===== src/rtl/tx_int_pkg.sv =====
// Shared definitions for the TX interrupt generator: one-hot FSM encoding
// and the default pending-counter width.
package tx_int_pkg;

   localparam int PEND_W_DEFAULT = 16;

   typedef enum logic [3:0] {
      ST_IDLE   = 4'b0001,
      ST_ASSERT = 4'b0010,
      ST_GAP    = 4'b0100,
      ST_RESEND = 4'b1000
   } state_t;

endpackage


===== src/rtl/tx_interrupt_gen_if.sv =====
// Endpoint legacy-interrupt handshake (cfg_interrupt_n / cfg_interrupt_rdy_n).
// master = interrupt generator, slave = PCIe endpoint.
interface tx_interrupt_gen_if;
   logic cfg_interrupt_n;
   logic cfg_interrupt_rdy_n;

   modport master (output cfg_interrupt_n, input cfg_interrupt_rdy_n);
   modport slave  (input cfg_interrupt_n, output cfg_interrupt_rdy_n);
endinterface


===== src/rtl/tx_int_coalescer.sv =====
// Pending-frame accounting and fire decision for tx_interrupt_gen.
// TX_INT_COALESCE_EN: when defined, fire waits for a frame-count threshold
// or a timeout; when undefined, every acknowledged completion write with
// pending frames fires and the timer is not built.
module tx_int_coalescer
   import tx_int_pkg::*;
#(
   parameter int PEND_W = PEND_W_DEFAULT
) (
   input  logic              clk,
   input  logic              reset,
   input  logic              tx_frame_done,
   input  logic              tx_completion_wr,
   input  logic              tx_completion_wr_ack,
   input  logic [PEND_W-1:0] coalesce_count,
   input  logic [31:0]       coalesce_timeout,
   input  logic              consume,
   output logic              fire,
   output logic [PEND_W-1:0] pending_frames
);

   localparam logic [PEND_W-1:0] PEND_MAX = '1;
   localparam logic [PEND_W-1:0] PEND_ONE = {{(PEND_W-1){1'b0}}, 1'b1};

   logic [PEND_W-1:0] pending_q;
   logic              written_q;

   // Saturating frame count; a frame arriving on the consume cycle is kept.
   always_ff @(posedge clk) begin
      if (reset)
         pending_q <= '0;
      else if (consume)
         pending_q <= {{(PEND_W-1){1'b0}}, tx_frame_done};
      else if (tx_frame_done && (pending_q != PEND_MAX))
         pending_q <= pending_q + PEND_ONE;
   end

   // Remembers that the host-visible completion pointer has been written.
   always_ff @(posedge clk) begin
      if (reset || consume)
         written_q <= 1'b0;
      else if (tx_completion_wr && tx_completion_wr_ack)
         written_q <= 1'b1;
   end

`ifdef TX_INT_COALESCE_EN
   logic [31:0]       timer_q;
   logic [PEND_W-1:0] thresh;

   // Age of the oldest uncovered frame; saturates rather than wraps.
   always_ff @(posedge clk) begin
      if (reset || consume || (pending_q == '0))
         timer_q <= '0;
      else if (timer_q != '1)
         timer_q <= timer_q + 32'd1;
   end

   assign thresh = (coalesce_count == '0) ? PEND_ONE : coalesce_count;
   assign fire   = written_q && (pending_q != '0) &&
                   ((pending_q >= thresh) || (timer_q >= coalesce_timeout));
`else
   logic unused_coalesce_cfg;
   assign unused_coalesce_cfg = ^{coalesce_count, coalesce_timeout};
   assign fire = written_q && (pending_q != '0);
`endif

   assign pending_frames = pending_q;

endmodule


===== src/rtl/tx_interrupt_gen.sv =====
// TX DMA host interrupt generator: sequences the endpoint interrupt
// handshake, enforces a minimum gap after each interrupt and services
// driver resend requests. Coalescing is enabled by TX_INT_COALESCE_EN.
//
// state     | meaning
// ST_IDLE   | waiting for fire or a resend request
// ST_ASSERT | cfg_interrupt_n low until the endpoint accepts
// ST_GAP    | hold-off for interrupt_period+1 cycles
// ST_RESEND | resend acknowledged, waiting for interrupts_enabled
module tx_interrupt_gen
   import tx_int_pkg::*;
#(
   parameter int PEND_W = PEND_W_DEFAULT
) (
   input  logic                clk,
   input  logic                reset,
   tx_interrupt_gen_if.master  ep,
   input  logic                tx_frame_done,
   input  logic                tx_completion_wr,
   input  logic                tx_completion_wr_ack,
   input  logic                interrupts_enabled,
   input  logic [31:0]         interrupt_period,
   input  logic [PEND_W-1:0]   coalesce_count,
   input  logic [31:0]         coalesce_timeout,
   input  logic                resend_interrupt,
   output logic                resend_interrupt_ack,
   output logic [PEND_W-1:0]   pending_frames
);

   state_t      state_q, state_nxt;
   logic [31:0] period_q;
   logic [31:0] gap_cnt_q;
   logic        fire;
   logic        consume;
   logic        ack_nxt;
   logic        cfg_int_n_q;
   logic        ack_q;

   tx_int_coalescer #(.PEND_W(PEND_W)) u_coalescer (
      .clk                  (clk),
      .reset                (reset),
      .tx_frame_done        (tx_frame_done),
      .tx_completion_wr     (tx_completion_wr),
      .tx_completion_wr_ack (tx_completion_wr_ack),
      .coalesce_count       (coalesce_count),
      .coalesce_timeout     (coalesce_timeout),
      .consume              (consume),
      .fire                 (fire),
      .pending_frames       (pending_frames)
   );

   // Registered copy of the gap length so GAP compares a stable value.
   always_ff @(posedge clk) begin
      if (reset)
         period_q <= '0;
      else
         period_q <= interrupt_period;
   end

   // FSM state register.
   always_ff @(posedge clk) begin
      if (reset)
         state_q <= ST_IDLE;
      else
         state_q <= state_nxt;
   end

   // Next-state decode; fire wins over a simultaneous resend request.
   always_comb begin
      state_nxt = state_q;
      consume   = 1'b0;
      ack_nxt   = 1'b0;
      case (state_q)
         ST_IDLE: begin
            if (fire) begin
               consume   = 1'b1;
               state_nxt = interrupts_enabled ? ST_ASSERT : ST_GAP;
            end else if (resend_interrupt) begin
               ack_nxt   = 1'b1;
               state_nxt = ST_RESEND;
            end
         end
         ST_ASSERT: begin
            if (!ep.cfg_interrupt_rdy_n)
               state_nxt = ST_GAP;
         end
         ST_GAP: begin
            if (gap_cnt_q == period_q)
               state_nxt = ST_IDLE;
         end
         ST_RESEND: begin
            if (interrupts_enabled)
               state_nxt = ST_ASSERT;
         end
         default: state_nxt = ST_IDLE;
      endcase
   end

   // Gap counter reads 0 on the first GAP cycle.
   always_ff @(posedge clk) begin
      if (reset || (state_q != ST_GAP))
         gap_cnt_q <= '0;
      else
         gap_cnt_q <= gap_cnt_q + 32'd1;
   end

   // Outputs registered from next-state so they track the state register.
   always_ff @(posedge clk) begin
      if (reset) begin
         cfg_int_n_q <= 1'b1;
         ack_q       <= 1'b0;
      end else begin
         cfg_int_n_q <= (state_nxt != ST_ASSERT);
         ack_q       <= ack_nxt;
      end
   end

   assign ep.cfg_interrupt_n   = cfg_int_n_q;
   assign resend_interrupt_ack = ack_q;

endmodule


===== src/flat_wrapper.sv =====
// flat-port wrapper written by rule: the top's interface ports become plain ports
module tx_interrupt_gen_flat import tx_int_pkg::*;
#(
   parameter int PEND_W = PEND_W_DEFAULT
)
  (clk, reset, tx_frame_done, tx_completion_wr, tx_completion_wr_ack, interrupts_enabled, interrupt_period, coalesce_count, coalesce_timeout, resend_interrupt, resend_interrupt_ack, pending_frames, ep_cfg_interrupt_n, ep_cfg_interrupt_rdy_n);
  tx_interrupt_gen_if ep_i ();
  input  logic clk;
  input  logic reset;
  input  logic tx_frame_done;
  input  logic tx_completion_wr;
  input  logic tx_completion_wr_ack;
  input  logic interrupts_enabled;
  input  logic [31:0] interrupt_period;
  input  logic [PEND_W-1:0] coalesce_count;
  input  logic [31:0] coalesce_timeout;
  input  logic resend_interrupt;
  output logic resend_interrupt_ack;
  output logic [PEND_W-1:0] pending_frames;
  output wire logic [$bits(ep_i.cfg_interrupt_n)-1:0] ep_cfg_interrupt_n;
  input wire logic [$bits(ep_i.cfg_interrupt_rdy_n)-1:0] ep_cfg_interrupt_rdy_n;
  assign ep_cfg_interrupt_n = ep_i.cfg_interrupt_n;
  assign ep_i.cfg_interrupt_rdy_n = ep_cfg_interrupt_rdy_n;
  tx_interrupt_gen #(.PEND_W(PEND_W)) u_core (.clk(clk), .reset(reset), .ep(ep_i), .tx_frame_done(tx_frame_done), .tx_completion_wr(tx_completion_wr), .tx_completion_wr_ack(tx_completion_wr_ack), .interrupts_enabled(interrupts_enabled), .interrupt_period(interrupt_period), .coalesce_count(coalesce_count), .coalesce_timeout(coalesce_timeout), .resend_interrupt(resend_interrupt), .resend_interrupt_ack(resend_interrupt_ack), .pending_frames(pending_frames));
endmodule

===== config.mk =====
export PLATFORM = sky130hd
export DESIGN_NAME = tx_interrupt_gen_flat
export DESIGN_NICKNAME = d
export VERILOG_FILES = /design/src/rtl/tx_int_pkg.sv /design/src/rtl/tx_interrupt_gen_if.sv /design/src/rtl/tx_int_coalescer.sv /design/src/rtl/tx_interrupt_gen.sv /design/src/flat_wrapper.sv
export SDC_FILE = /design/constraint.sdc
export NUM_CORES = 1
export LEC_CHECK = 0
export ABC_CLOCK_PERIOD_IN_PS = 3000
export BUFFER_PORTS_ARGS = -buffer_cell sky130_fd_sc_hd__buf_2
export CAP_MARGIN = 20
export CELL_PAD_IN_SITES_DETAIL_PLACEMENT = 1
export CELL_PAD_IN_SITES_GLOBAL_PLACEMENT = 2
export CORE_UTILIZATION = 33
export CTS_CLUSTER_SIZE = 14
export DETAILED_ROUTE_END_ITERATION = 10
export PLACE_DENSITY_LB_ADDON = 0.08
export SETUP_SLACK_MARGIN = 0.3
export SLEW_MARGIN = 20
export SYNTH_ARGS = -nofsm -noshare
export SYNTH_HDL_FRONTEND = slang
export SYNTH_SLANG_ARGS = --single-unit
export TNS_END_PERCENT = 20

===== constraint.sdc =====
create_clock -name clk -period 3 [get_ports clk]
set_input_delay 0.6 -clock clk [delete_from_list [all_inputs] [get_ports clk]]
set_output_delay 0.6 -clock clk [all_outputs]
set_load 0.05 [all_outputs]

### Yosys cells after proc, flatten, opt, wreduce, memory -nomap -nowiden

Cells that the tools add are included.

* output and inout port bits: 18
* bits of input ports: 88
* flip-flop bits (word level): 87

* add/sub/neg operators: 2
* bitwise logic cells: 1
* eq/ne operators: 8
* muxes and demuxes: 12
* reductions and logical operators: 9

Operators with widths (count)
* adder 32 x 1 -> 32 bit, second input constant: 1
* == test 32 bit: 1
* 2-to-1 mux 4 bit: 5
* adder 16 x 1 -> 16 bit, second input constant: 1
* != test 16 bit, second input constant: 1
* case mux 4 bit (4 select lines): 1
* nonzero test 16 bit: 1
* 2-to-1 mux 1 bit: 5
* == test 4 x 1 -> 1 bit, second input constant: 1
* == test 4 x 2 -> 1 bit, second input constant: 1
* == test 4 x 3 -> 1 bit, second input constant: 1
* == test 4 bit, second input constant: 1
* != test 4 x 2 -> 1 bit, second input constant: 1
* != test 4 x 3 -> 1 bit, second input constant: 1
* logical AND 1 bit: 3
* 2-to-1 mux 3 bit: 1
* OR reduction 3 bit: 1
* logical OR 1 bit: 2
* nonzero test 2 bit: 1
* OR reduction 2 bit: 1
* inverter 1 bit: 1

### Logic depth before layout (Yosys ltp)

Gate-level depths: netlist of run 1.

* word-level depth: 5
* depth in mapped cells: 9
* depth with buffers taken out: 7

### Modules after synthesis

A second synthesis of run 1 with hierarchy kept.

* cell total of the unflattened synthesis: 414
* area, all modules: 3828.7 um^2

Modules (own cells, without submodules)
* tx_interrupt_gen: area each 2906.5 um^2, instances 1, seq. area each 1401.3 um^2, cells an instance 305
* tx_int_coalescer: area each 922.1 um^2, instances 1, seq. area each 340.3 um^2, cells an instance 109

### Worst setup path after synthesis of run 1

Ideal clock, no wire load.

* path kind: register -> register
* start point: register u_core.u_coalescer.pending_q[0] (netlist: u_core.u_coalescer.pending_frames[0])
* end point: register u_core.u_coalescer.pending_q[10] (netlist: u_core.u_coalescer.pending_frames[10])
* data arrival time: 2057 ps
* stages on the path, launching flop included: 10
* setup time: 117 ps
* path slack: 826 ps
* cells stage by stage: dfxtp_1 inv_1 ha_1 nor4b_1 a41oi_1 nand2_2 nand2b_1 buf_2 buf_2 nor2_1

* cells in the longest elaborated chain, start to end: 5

Ends and longest elaborated chain
* from (decl): line tx_int_coalescer.sv:25 `logic [PEND_W-1:0] pending_q;`
* from (signal assigned): line tx_int_coalescer.sv:33 `pending_q <= {{(PEND_W-1){1'b0}}, tx_frame_done};`
* from (signal assigned): line tx_int_coalescer.sv:35 `pending_q <= pending_q + PEND_ONE;`
* parallel branches: the longest is 5 deep, another holds adder 16 x 1 -> 16 bit

Parallel ways; which one is timed is not known.
A chain may end at the register's enable or synchronous reset.

### Final worst setup path of run 1

* start point: register u_core.u_coalescer.pending_q[0] (netlist: u_core.u_coalescer.pending_frames[0])
* end point: register u_core.u_coalescer.pending_q[4] (netlist: u_core.u_coalescer.pending_frames[4])

The elaborated chain is that of the path after synthesis.

==> flow_summary.yaml, run 1 <==
status:
  outcome: "completed"
global_routing:
  grt_antenna_before_repair: 0
  grt_pass1_wl_mm: 14.7
  grt_max_degree: 34
  grt_usage_pct: 16.9
  grt-ovfl-total: 0
  grt_pass1_vias: 2902
clocking:
  cts_buffer_depth: 2
  holdBufCountCts: 0
  clkSinkCount: 87
  cts_buffers: 9
  clk_latency_ps: 340
  clk_pin_slew_ps: 60
  ctsResizeCount: 0
  h-tree-depth: 3
  tritoncts: "built"
  clockRootBuffer: "clkbuf_16"
  post_cts_buffers: 0
worst_setup_path:
  cpLargestDelayFamily: "simple AND/OR/NAND/NOR gates"
  crit_chain: "inv_1, ha_1, nor4b_1, a41oi_1, nand2_2, nand2b_1, nor2_1"
  cp.arrival_ps: 2430
  path_class: "reg -> reg"
  worstSetupStartpointType: "flop"
  crit_required_ps: 3210
  worst_r2r_path_depth: 7
  cp_max_fo: 16
  max_stage_delay_ps: 550
  timing.rr.end: "u_core.u_coalescer.pending_frames[4]$_SDFFE_PP0P_"
  r2r_slack_ps: 770
  cp.buffers_inverters: 1
  end_kind: "flop"
  worstReg2RegStart: "u_core.u_coalescer.pending_frames[0]$_SDFFE_PP0P_"
  cp_slowest_cell: "nand2b_1"
pwr:
  p_leak_nw: 1.82
  powerDensity_nw_per_um2: 566
  combinationalPowerShare_pct: 6.5
  seq_power_share_pct: 48.3
  p_int_mw: 1.94
  switching_share_pct: 22.6
  peakVddDrop_mv: 0.370
  p_switching_mw: 0.569
  clkPwrFrac_pct: 45.1
cells_and_area:
  drive_above_1_share_pct: 17.3
  areaGrowthSynthToFinish_pct: 19.0
  multiInputGateArea_um2: 1910
  nNetsFinal: 550
  antenna_cells: 0
  fill_cells: 1322
  area.sequential_um2: 1740
  fin_cells: 603
synthesis:
  netlist_top_cells_count: "dfxtp_1, xor2_1, nor2_1, nor2b_1, nand4_1"
  synthArstFlopShare_pct: 0
  synth.ff_latch_count: 87
  synth_top_area_share_pct: 46.6
  yosysTopAreaCell: "dfxtp_1"
  netlist_instances: 404
  seq_area_frac_synth_pct: 46.6
  synth_flop_cell: "dfxtp_1"
  ys_warn_count: 0
  synth_edf_count: 0
  synth.most_common_cell: "dfxtp_1"
  synthesis.nets: 495
  syn_area_um2: 3730
  syn_avg_cell_area_um2: 9.24
  ys_top_cells_by_area: "dfxtp_1, xor2_1, nor2_1"
  post_synth_num_cell_types: 42
floorplan:
  die_area_um2: 11700
  die_w_um: 108
  num_io_pins: 106
  die_y_um: 108
  rows: 38
  coreArea_um2: 10900
  start_util_pct: 34.2
drt:
  wl_per_cell_um: 15.1
  ant_nets: 0
  vias: 2906
  drtIter0Drc: 82
  drtPass1Iterations: 4
  wl_mm: 9.09
  vias_per_cell: 4.82
  drcViolationCount: 0
sta:
  max_freq_ghz: 0.449
  finalSetupTns_ps: 0
  final_max_slew_viol_count: 0
  setup_violations: 0
  hold_violations: 0
  slew_headroom_pct: 53.2
  finalCriticalPeriod_ps: 2230
  tightest_slew_ps: 702
  fin_skew_ps: 5.95
  timing.hold.ws_ps: 462
  fin_crit_sh_pct: 74.2
  rsz0062_at_grt: "false"
placed_design:
  hpwl_mm: 6.60
  place_congestion: 0.775
  io_buffer_count: 57
  dp.cells: 588
flow_run:
  timing.max_cap.violations: 0
worst_hold_path:
  hold_end: "u_core.period_q[20]$_SDFF_PP0_"
  hold_path_depth: 2
  hold_class: "in -> reg"
  worstHoldStart: "interrupt_period[20]"
==> cell usage in the layout, fill, tap and decap left out, types with 2 or more instances in the layout <==
master     Yosys  layout
xor2_1        62      62
dfxtp_1       87      87
a31oi_1        2       2
and3_1         7       7
o21ai_0        3       3
ha_1           3       3
and4_1         4       4
nor4_1        16      16
nand4_2        2       2
nor2b_1       32      32
nor3b_1        2       2
nand2_1       12      12
nand3b_1       3       3
nor4b_1        4       4
nand2b_1       2       2
clkinv_2       0       3
buf_4          0       2
clkbuf_8       0       2
and2_1         4       4
nand4_1       21      21
inv_1          6       6
nor3_1         5       5
nand3_1       17      17
buf_2          6      57
a21oi_1        5       5
clkbuf_16      0       9
nor2_1        60      60
xnor2_1       13      13
==> metrics by stage <==
stage               worst slack [ps]  cell area [um^2]  power [mW]  util (%)
global route                     536              4440        2.62      40.6
global placement                 775              4150        1.41      37.9
floorplan                        826              3730        1.35         -
finish                           775              4440        2.51      40.6
CTS                              762              4440        2.56      40.6
detailed placement               773              4150        1.41      37.9
==> cells by family (layout without fill, tap and decap cells) <==
family / after synthesis / after routing / share of synthesized area, %
AND/OR/NAND/NOR: 199 / 199 / 29.1
multiplexers: 1 / 1 / 0.268
AO/OA/AOI/OAI: 18 / 18 / 3.08
flip-flops: 87 / 87 / 46.6
XOR/XNOR: 75 / 75 / 17.6
adder cells (fa/ha/maj): 3 / 3 / 1.01
buffers and inverters: 21 / 80 / 2.31
==> how the worst max path moves through the flow <==
stage | startpoint | depth (start not counted) | to | slack, ps
6_report | u_core.u_coalescer.pending_frames[0]$_SDFFE_PP0P_ | 7 | u_core.u_coalescer.pending_frames[4]$_SDFFE_PP0P_ | 770
5_1_grt | u_core.u_coalescer.pending_frames[0]$_SDFFE_PP0P_ | 7 | u_core.u_coalescer.pending_frames[4]$_SDFFE_PP0P_ | 540
4_1_cts | u_core.u_coalescer.pending_frames[0]$_SDFFE_PP0P_ | 7 | u_core.u_coalescer.pending_frames[4]$_SDFFE_PP0P_ | 760
3_5_place_dp | u_core.u_coalescer.pending_frames[0]$_SDFFE_PP0P_ | 7 | u_core.u_coalescer.pending_frames[11]$_SDFFE_PP0P_ | 770
3_3_place_gp | u_core.u_coalescer.pending_frames[0]$_SDFFE_PP0P_ | 7 | u_core.u_coalescer.pending_frames[9]$_SDFFE_PP0P_ | 770
2_1_floorplan | u_core.u_coalescer.pending_frames[0]$_SDFFE_PP0P_ | 9 | u_core.u_coalescer.pending_frames[10]$_SDFFE_PP0P_ | 830
==> registers in the layout, indices dropped and copies added, names as in the netlist <==
register,count
u_core.resend_interrupt_ack,1
u_core.state_q,4
u_core.ep.cfg_interrupt_n,1
u_core.u_coalescer.written_q,1
u_core.gap_cnt_q,32
u_core.period_q,32
u_core.u_coalescer.pending_frames,16
==> per-layer routing <==
metal	track usage (%)	wire, um	vias up
met1	21.7	4480	1376
met5	0	0	-
li1	-	-	1471
met3	5.73	401	6
met4	4.92	103	0
met2	26.8	4100	53
==> cell type report <==
class / count / share of cell area, %
Multi-Input combinational cell: 296 / 42.9
Clock buffer: 11 / 5.69
Inverter: 6 / 0.507
Tap cell: 140 / 3.94
Sequential cell: 87 / 39.2
Clock inverter: 4 / 1.01
Timing Repair Buffer: 59 / 6.76
==> worst reg2reg max path: stages, from the launching register on <==
cell and delay [ps]:
dfxtp_1 370, inv_1 110, ha_1 210, nor4b_1 140
a41oi_1 400, nand2_2 180, nand2b_1 550, nor2_1 130
==> power groups by stage <==
| stage | registers [mW] | clock network, mW | logic, mW |
|---|---|---|---|
| after global placement | 1.24 | 0 | 0.166 |
| after floorplan | 1.25 | 0 | 0.0955 |
| after detailed placement | 1.24 | 0 | 0.167 |
| final | 1.21 | 1.13 | 0.164 |
| after global routing | 1.22 | 1.22 | 0.183 |
| after CTS | 1.22 | 1.17 | 0.168 |
(Power assumes the default switching activity.)
==> run 2, diff against run 1 <==
ABC_CLOCK_PERIOD_IN_PS = 2300   (was 3000)
CORE_UTILIZATION = 31   (was 33)
clock period = 2.3 ns   (was 3 ns; I/O delays follow)
==> flow_summary.yaml, run 2 (synthesis gave the netlist of run 1 again) <==
status:
  outcome: "finished with violations"
  violations: "DRC"
drt:
  vias_per_cell: 4.81
  drtPass1Iterations: 9
  vias: 2934
  drtIter0Drc: 74
  ant_nets: 0
  drcViolationCount: 2
  wl_per_cell_um: 15.1
  wl_mm: 9.19
worst_setup_path:
  cp_slowest_cell: "or4_4"
  worst_r2r_path_depth: 6
  r2r_slack_ps: 410
  cp_max_fo: 8
  worstReg2RegStart: "u_core.u_coalescer.pending_frames[0]$_SDFFE_PP0P_"
  end_kind: "flop"
  crit_required_ps: 2530
  cp.arrival_ps: 2120
  crit_chain: "ha_1, nand4_2, or4_4, nand4_1, xor2_1, nor2_1"
  max_stage_delay_ps: 630
  timing.rr.end: "u_core.u_coalescer.pending_frames[5]$_SDFFE_PP0P_"
  worstSetupStartpointType: "flop"
  path_class: "reg -> reg"
clocking:
  cts_buffer_depth: 2
  clk_pin_slew_ps: 60
  holdBufCountCts: 0
  h-tree-depth: 3
  clkSinkCount: 87
  tritoncts: "built"
  clockRootBuffer: "clkbuf_16"
  clk_latency_ps: 340
  post_cts_buffers: 0
  cts_buffers: 9
worst_hold_path:
  hold_path_depth: 2
  worstHoldStart: "interrupt_period[6]"
  hold_end: "u_core.period_q[6]$_SDFF_PP0_"
  hold_class: "in -> reg"
global_routing:
  grt_usage_pct: 16.2
  grt-ovfl-total: 0
  grt_antenna_before_repair: 0
  grt_pass1_vias: 3097
  grt_pass1_wl_mm: 15.5
  grt_max_degree: 33
placed_design:
  hpwl_mm: 6.77
  io_buffer_count: 57
  dp.cells: 595
  place_congestion: 0.758
  placed_cell_area_um2: 4210
sta:
  hold_violations: 0
  slew_headroom_pct: 60.8
  fin_skew_ps: 7.23
  setup_violations: 0
  finalSetupTns_ps: 0
  max_freq_ghz: 0.530
  fin_crit_sh_pct: 82.0
  rsz0062_at_grt: "false"
  tightest_slew_ps: 585
  timing.hold.ws_ps: 326
  finalCriticalPeriod_ps: 1890
  final_max_slew_viol_count: 0
cells_and_area:
  fin_cells: 610
  nNetsFinal: 554
  antenna_cells: 0
  fin_util_pct: 39.2
  drive_above_1_share_pct: 20.6
  postLayoutCellArea_um2: 4530
  final_common_cell: "dfxtp_1"
  areaGrowthSynthToFinish_pct: 21.3
  mostFrequentLayoutCells: "dfxtp_1, xor2_1, nor2_1"
floorplan:
  start_util_pct: 32.3
  num_io_pins: 106
  coreArea_um2: 11600
  die_y_um: 112
  rows: 39
  die_w_um: 112
  die_area_um2: 12500
pwr:
  powerDensity_nw_per_um2: 743
  peakVddDrop_mv: 0.317
  p_leak_nw: 1.86
flow_run:
  timing.max_cap.violations: 0
[run 2: report_power, final]
group | switching [mW] | internal (mW)
clock network | 0.593 | 0.972
registers | 0.0296 | 1.55
logic | 0.120 | 0.0964
total | 0.742 | 2.62
[run 2: critical path: cells and delay by family, from the launching register on]
kind          cells  cell delay [ps]
xor+xnor          1              160
fa+ha+maj         1              240
flops             1              350
simple gates      4             1030
[run 2: routing by layer]
layer  vias up  track usage [%]  wire length (um)
met5         -                0                 0
met4         0             5.14               116
met3         8             5.12               337
met2        46             28.1              4520
met1      1390             18.8              4220
li1       1490                -                 -
[run 2: final cells by class]
cell class / instances / area (um^2)
clock buffers: 11 / 243
clock inverters: 4 / 70.1
fillers: 1335 / 7030
inverters: 6 / 22.5
multi-input cells: 296 / 1920
flip-flops and latches: 87 / 1760
well taps: 143 / 179
repair buffers: 63 / 343
[run 2: stage by stage]
stage	total power, mW	setup WS (ps)
2_1_floorplan	1.76	304
3_3_place_gp	1.84	323
3_5_place_dp	1.84	299
4_1_cts	3.44	374
5_1_grt	3.51	301
6_report	3.36	414
[run 2: worst max-delay path by stage]
stage                                                 startpoint                                                 to  slack (ps)  depth (start not counted)
2_1_floorplan  u_core.u_coalescer.pending_frames[9]$_SDFFE_PP0P_  u_core.u_coalescer.pending_frames[5]$_SDFFE_PP0P_         300                          6
3_3_place_gp   u_core.u_coalescer.pending_frames[0]$_SDFFE_PP0P_  u_core.u_coalescer.pending_frames[3]$_SDFFE_PP0P_         320                          6
3_5_place_dp   u_core.u_coalescer.pending_frames[0]$_SDFFE_PP0P_  u_core.u_coalescer.pending_frames[3]$_SDFFE_PP0P_         300                          6
4_1_cts        u_core.u_coalescer.pending_frames[0]$_SDFFE_PP0P_  u_core.u_coalescer.pending_frames[2]$_SDFFE_PP0P_         370                          8
5_1_grt                           u_core.gap_cnt_q[3]$_SDFF_PP0_                    u_core.gap_cnt_q[16]$_SDFF_PP0_         300                          5
6_report       u_core.u_coalescer.pending_frames[0]$_SDFFE_PP0P_  u_core.u_coalescer.pending_frames[5]$_SDFFE_PP0P_         410                          6
[run 2: repair_timing]
action	4_1_cts	5_1_grt
setup endpoints to repair	3	16
gates cloned	0	0
gates resized for setup	1	1
==> run 3, diff against run 2 <==
ABC_CLOCK_PERIOD_IN_PS = 1700   (was 2300)
CORE_UTILIZATION = 28   (was 31)
clock period = 1.7 ns   (was 2.3 ns; I/O delays follow)
==> flow_summary.yaml, run 3 (synthesis gave the netlist of run 1 again) <==
drt:
  drtIter0Drc: 76
  vias: 3051
  wl_mm: 9.99
  ant_nets: 0
  drcViolationCount: 0
  vias_per_cell: 4.51
  drtPass1Iterations: 4
  wl_per_cell_um: 14.8
cells_and_area:
  antenna_cells: 0
  postLayoutCellArea_um2: 5150
  multiInputGateArea_um2: 2170
  area.sequential_um2: 1820
  fin_cells: 676
  final_common_cell: "xor2_1"
  nNetsFinal: 590
  fill_cells: 1509
  drive_above_1_share_pct: 36.9
  mostFrequentLayoutCells: "xor2_1, nor2_1, buf_2"
  areaGrowthSynthToFinish_pct: 37.9
worst_setup_path:
  cp.buffers_inverters: 1
  startpoint: "u_core.u_coalescer.pending_frames[8]$_SDFFE_PP0P_"
  crit_required_ps: 1940
  worstReg2RegStart: "u_core.u_coalescer.pending_frames[8]$_SDFFE_PP0P_"
  worst_r2r_path_depth: 6
  max_stage_delay_ps: 550
  crit_chain: "nand4_4, or4_4, buf_8, nand4_1, xor2_1, nor2_1"
  cp_slowest_cell: "or4_4"
  cp.arrival_ps: 1830
  end_kind: "flop"
  cpLargestDelayFamily: "simple AND/OR/NAND/NOR gates"
  path_class: "reg -> reg"
  r2r_slack_ps: 110
  timing.rr.end: "u_core.u_coalescer.pending_frames[3]$_SDFFE_PP0P_"
  cp_max_fo: 8
  worstSetupStartpointType: "flop"
  endpoint: "u_core.u_coalescer.pending_frames[3]$_SDFFE_PP0P_"
  cp_num_cells: 6
pwr:
  peakVddDrop_mv: 0.419
  power_mw: 4.40
  p_leak_nw: 2.14
  powerDensity_nw_per_um2: 854
placed_design:
  dp.cells: 650
  hpwl_mm: 7.21
  placed_cell_area_um2: 4510
  io_buffer_count: 57
  place_congestion: 0.787
global_routing:
  grt_pass1_wl_mm: 16.2
  grt_usage_pct: 15.3
  grt_max_degree: 34
  grt-ovfl-total: 0
  grt_antenna_before_repair: 0
  grt_pass1_vias: 3163
sta:
  rsz0062_at_grt: "true"
  slew_headroom_pct: 73.0
  final_max_slew_viol_count: 0
  setup_violations: 0
  tightest_slew_ps: 405
  hold_violations: 0
  max_freq_ghz: 0.628
  fin_skew_ps: 5.00
  fin_crit_sh_pct: 93.7
  finalCriticalPeriod_ps: 1590
flow_run:
  timing.max_cap.violations: 0
floorplan:
  die_w_um: 117
  rows: 41
  start_util_pct: 29.1
  die_area_um2: 13800
  coreArea_um2: 12800
  die_y_um: 117
  num_io_pins: 106
worst_hold_path:
  hold_class: "in -> reg"
clocking:
  clkSinkCount: 87
  cts_buffers: 9
  tritoncts: "built"
  h-tree-depth: 3
  clk_latency_ps: 340
  cts_buffer_depth: 2
  clk_pin_slew_ps: 60
  clockRootBuffer: "clkbuf_16"
status:
  outcome: "completed"
-- run 3: cell types whose count changed in the layout (fill, tap and decap cells not counted), sizes merged --
| cell | delta |
|---|---|
| buf | +36 |
| bufinv | -2 |
| clkbuf | +3 |
| clkinv | -1 |
| inv | +1 |
-- run 3: how the worst min path moves through the flow --
stage	start	end	slack [ps]	cells after the start
2_1_floorplan	u_core.u_coalescer.written_q$_SDFFE_PP0P_	u_core.u_coalescer.written_q$_SDFFE_PP0P_	440	2
3_3_place_gp	u_core.gap_cnt_q[0]$_SDFF_PP0_	u_core.gap_cnt_q[0]$_SDFF_PP0_	460	1
3_5_place_dp	u_core.u_coalescer.written_q$_SDFFE_PP0P_	u_core.u_coalescer.written_q$_SDFFE_PP0P_	470	2
4_1_cts	interrupt_period[4]	u_core.period_q[4]$_SDFF_PP0_	190	2
5_1_grt	interrupt_period[24]	u_core.period_q[24]$_SDFF_PP0_	200	2
6_report	interrupt_period[4]	u_core.period_q[4]$_SDFF_PP0_	200	2
-- run 3: cell type report --
| cell class | instances | area share [%] |
|---|---|---|
| Multi-Input combinational cell | 296 | 42.2 |
| Sequential cell | 87 | 35.4 |
| Inverter | 6 | 0.535 |
| Tap cell | 172 | 4.18 |
| Clock inverter | 2 | 0.219 |
| Clock buffer | 14 | 5.35 |
| Timing Repair Buffer | 99 | 12.1 |
-- run 3: power breakdown --
part,switching [mW],internal [mW],total [mW]
Clock,0.796,1.12,1.92
Combinational,0.179,0.172,0.350
Sequential,0.0459,2.08,2.13
-- run 3: repair_timing --
item,in CTS,in global routing
hold buffers,0,0
pin swaps,21,12
buffers inserted,7,2
hold endpoints to repair,0,0
gates resized for setup,39,34
cloned,0,1
setup endpoints to repair,63,63
-- run 3: metrics by stage --
stage / util (%) / hold WS, ps / setup WS, ps / TNS, ps
floorplan: - / 437 / -15.4 / -36.9
global placement: 35.2 / 458 / 31.6 / 0
detailed placement: 35.2 / 465 / 26.8 / 0
CTS: 39.3 / 189 / 92.3 / 0
global route: 40.1 / 199 / 20.2 / 0
finish: 40.1 / 204 / 107 / 0
-- run 3: routing by layer --
layer,up-vias,global-route usage [%],wire [um]
met1,1429,19.3,4690
met5,-,0,0
li1,1558,-,-
met4,0,4.73,127
met3,11,4.60,404
met2,53,25.2,4770
-- run 3: worst reg2reg max path: stages, from the launching register on --
cell	delay, ps
dfxtp_4	390
nand4_4	110
or4_4	550
buf_8	160
nand4_1	100
xor2_1	140
nor2_1	50
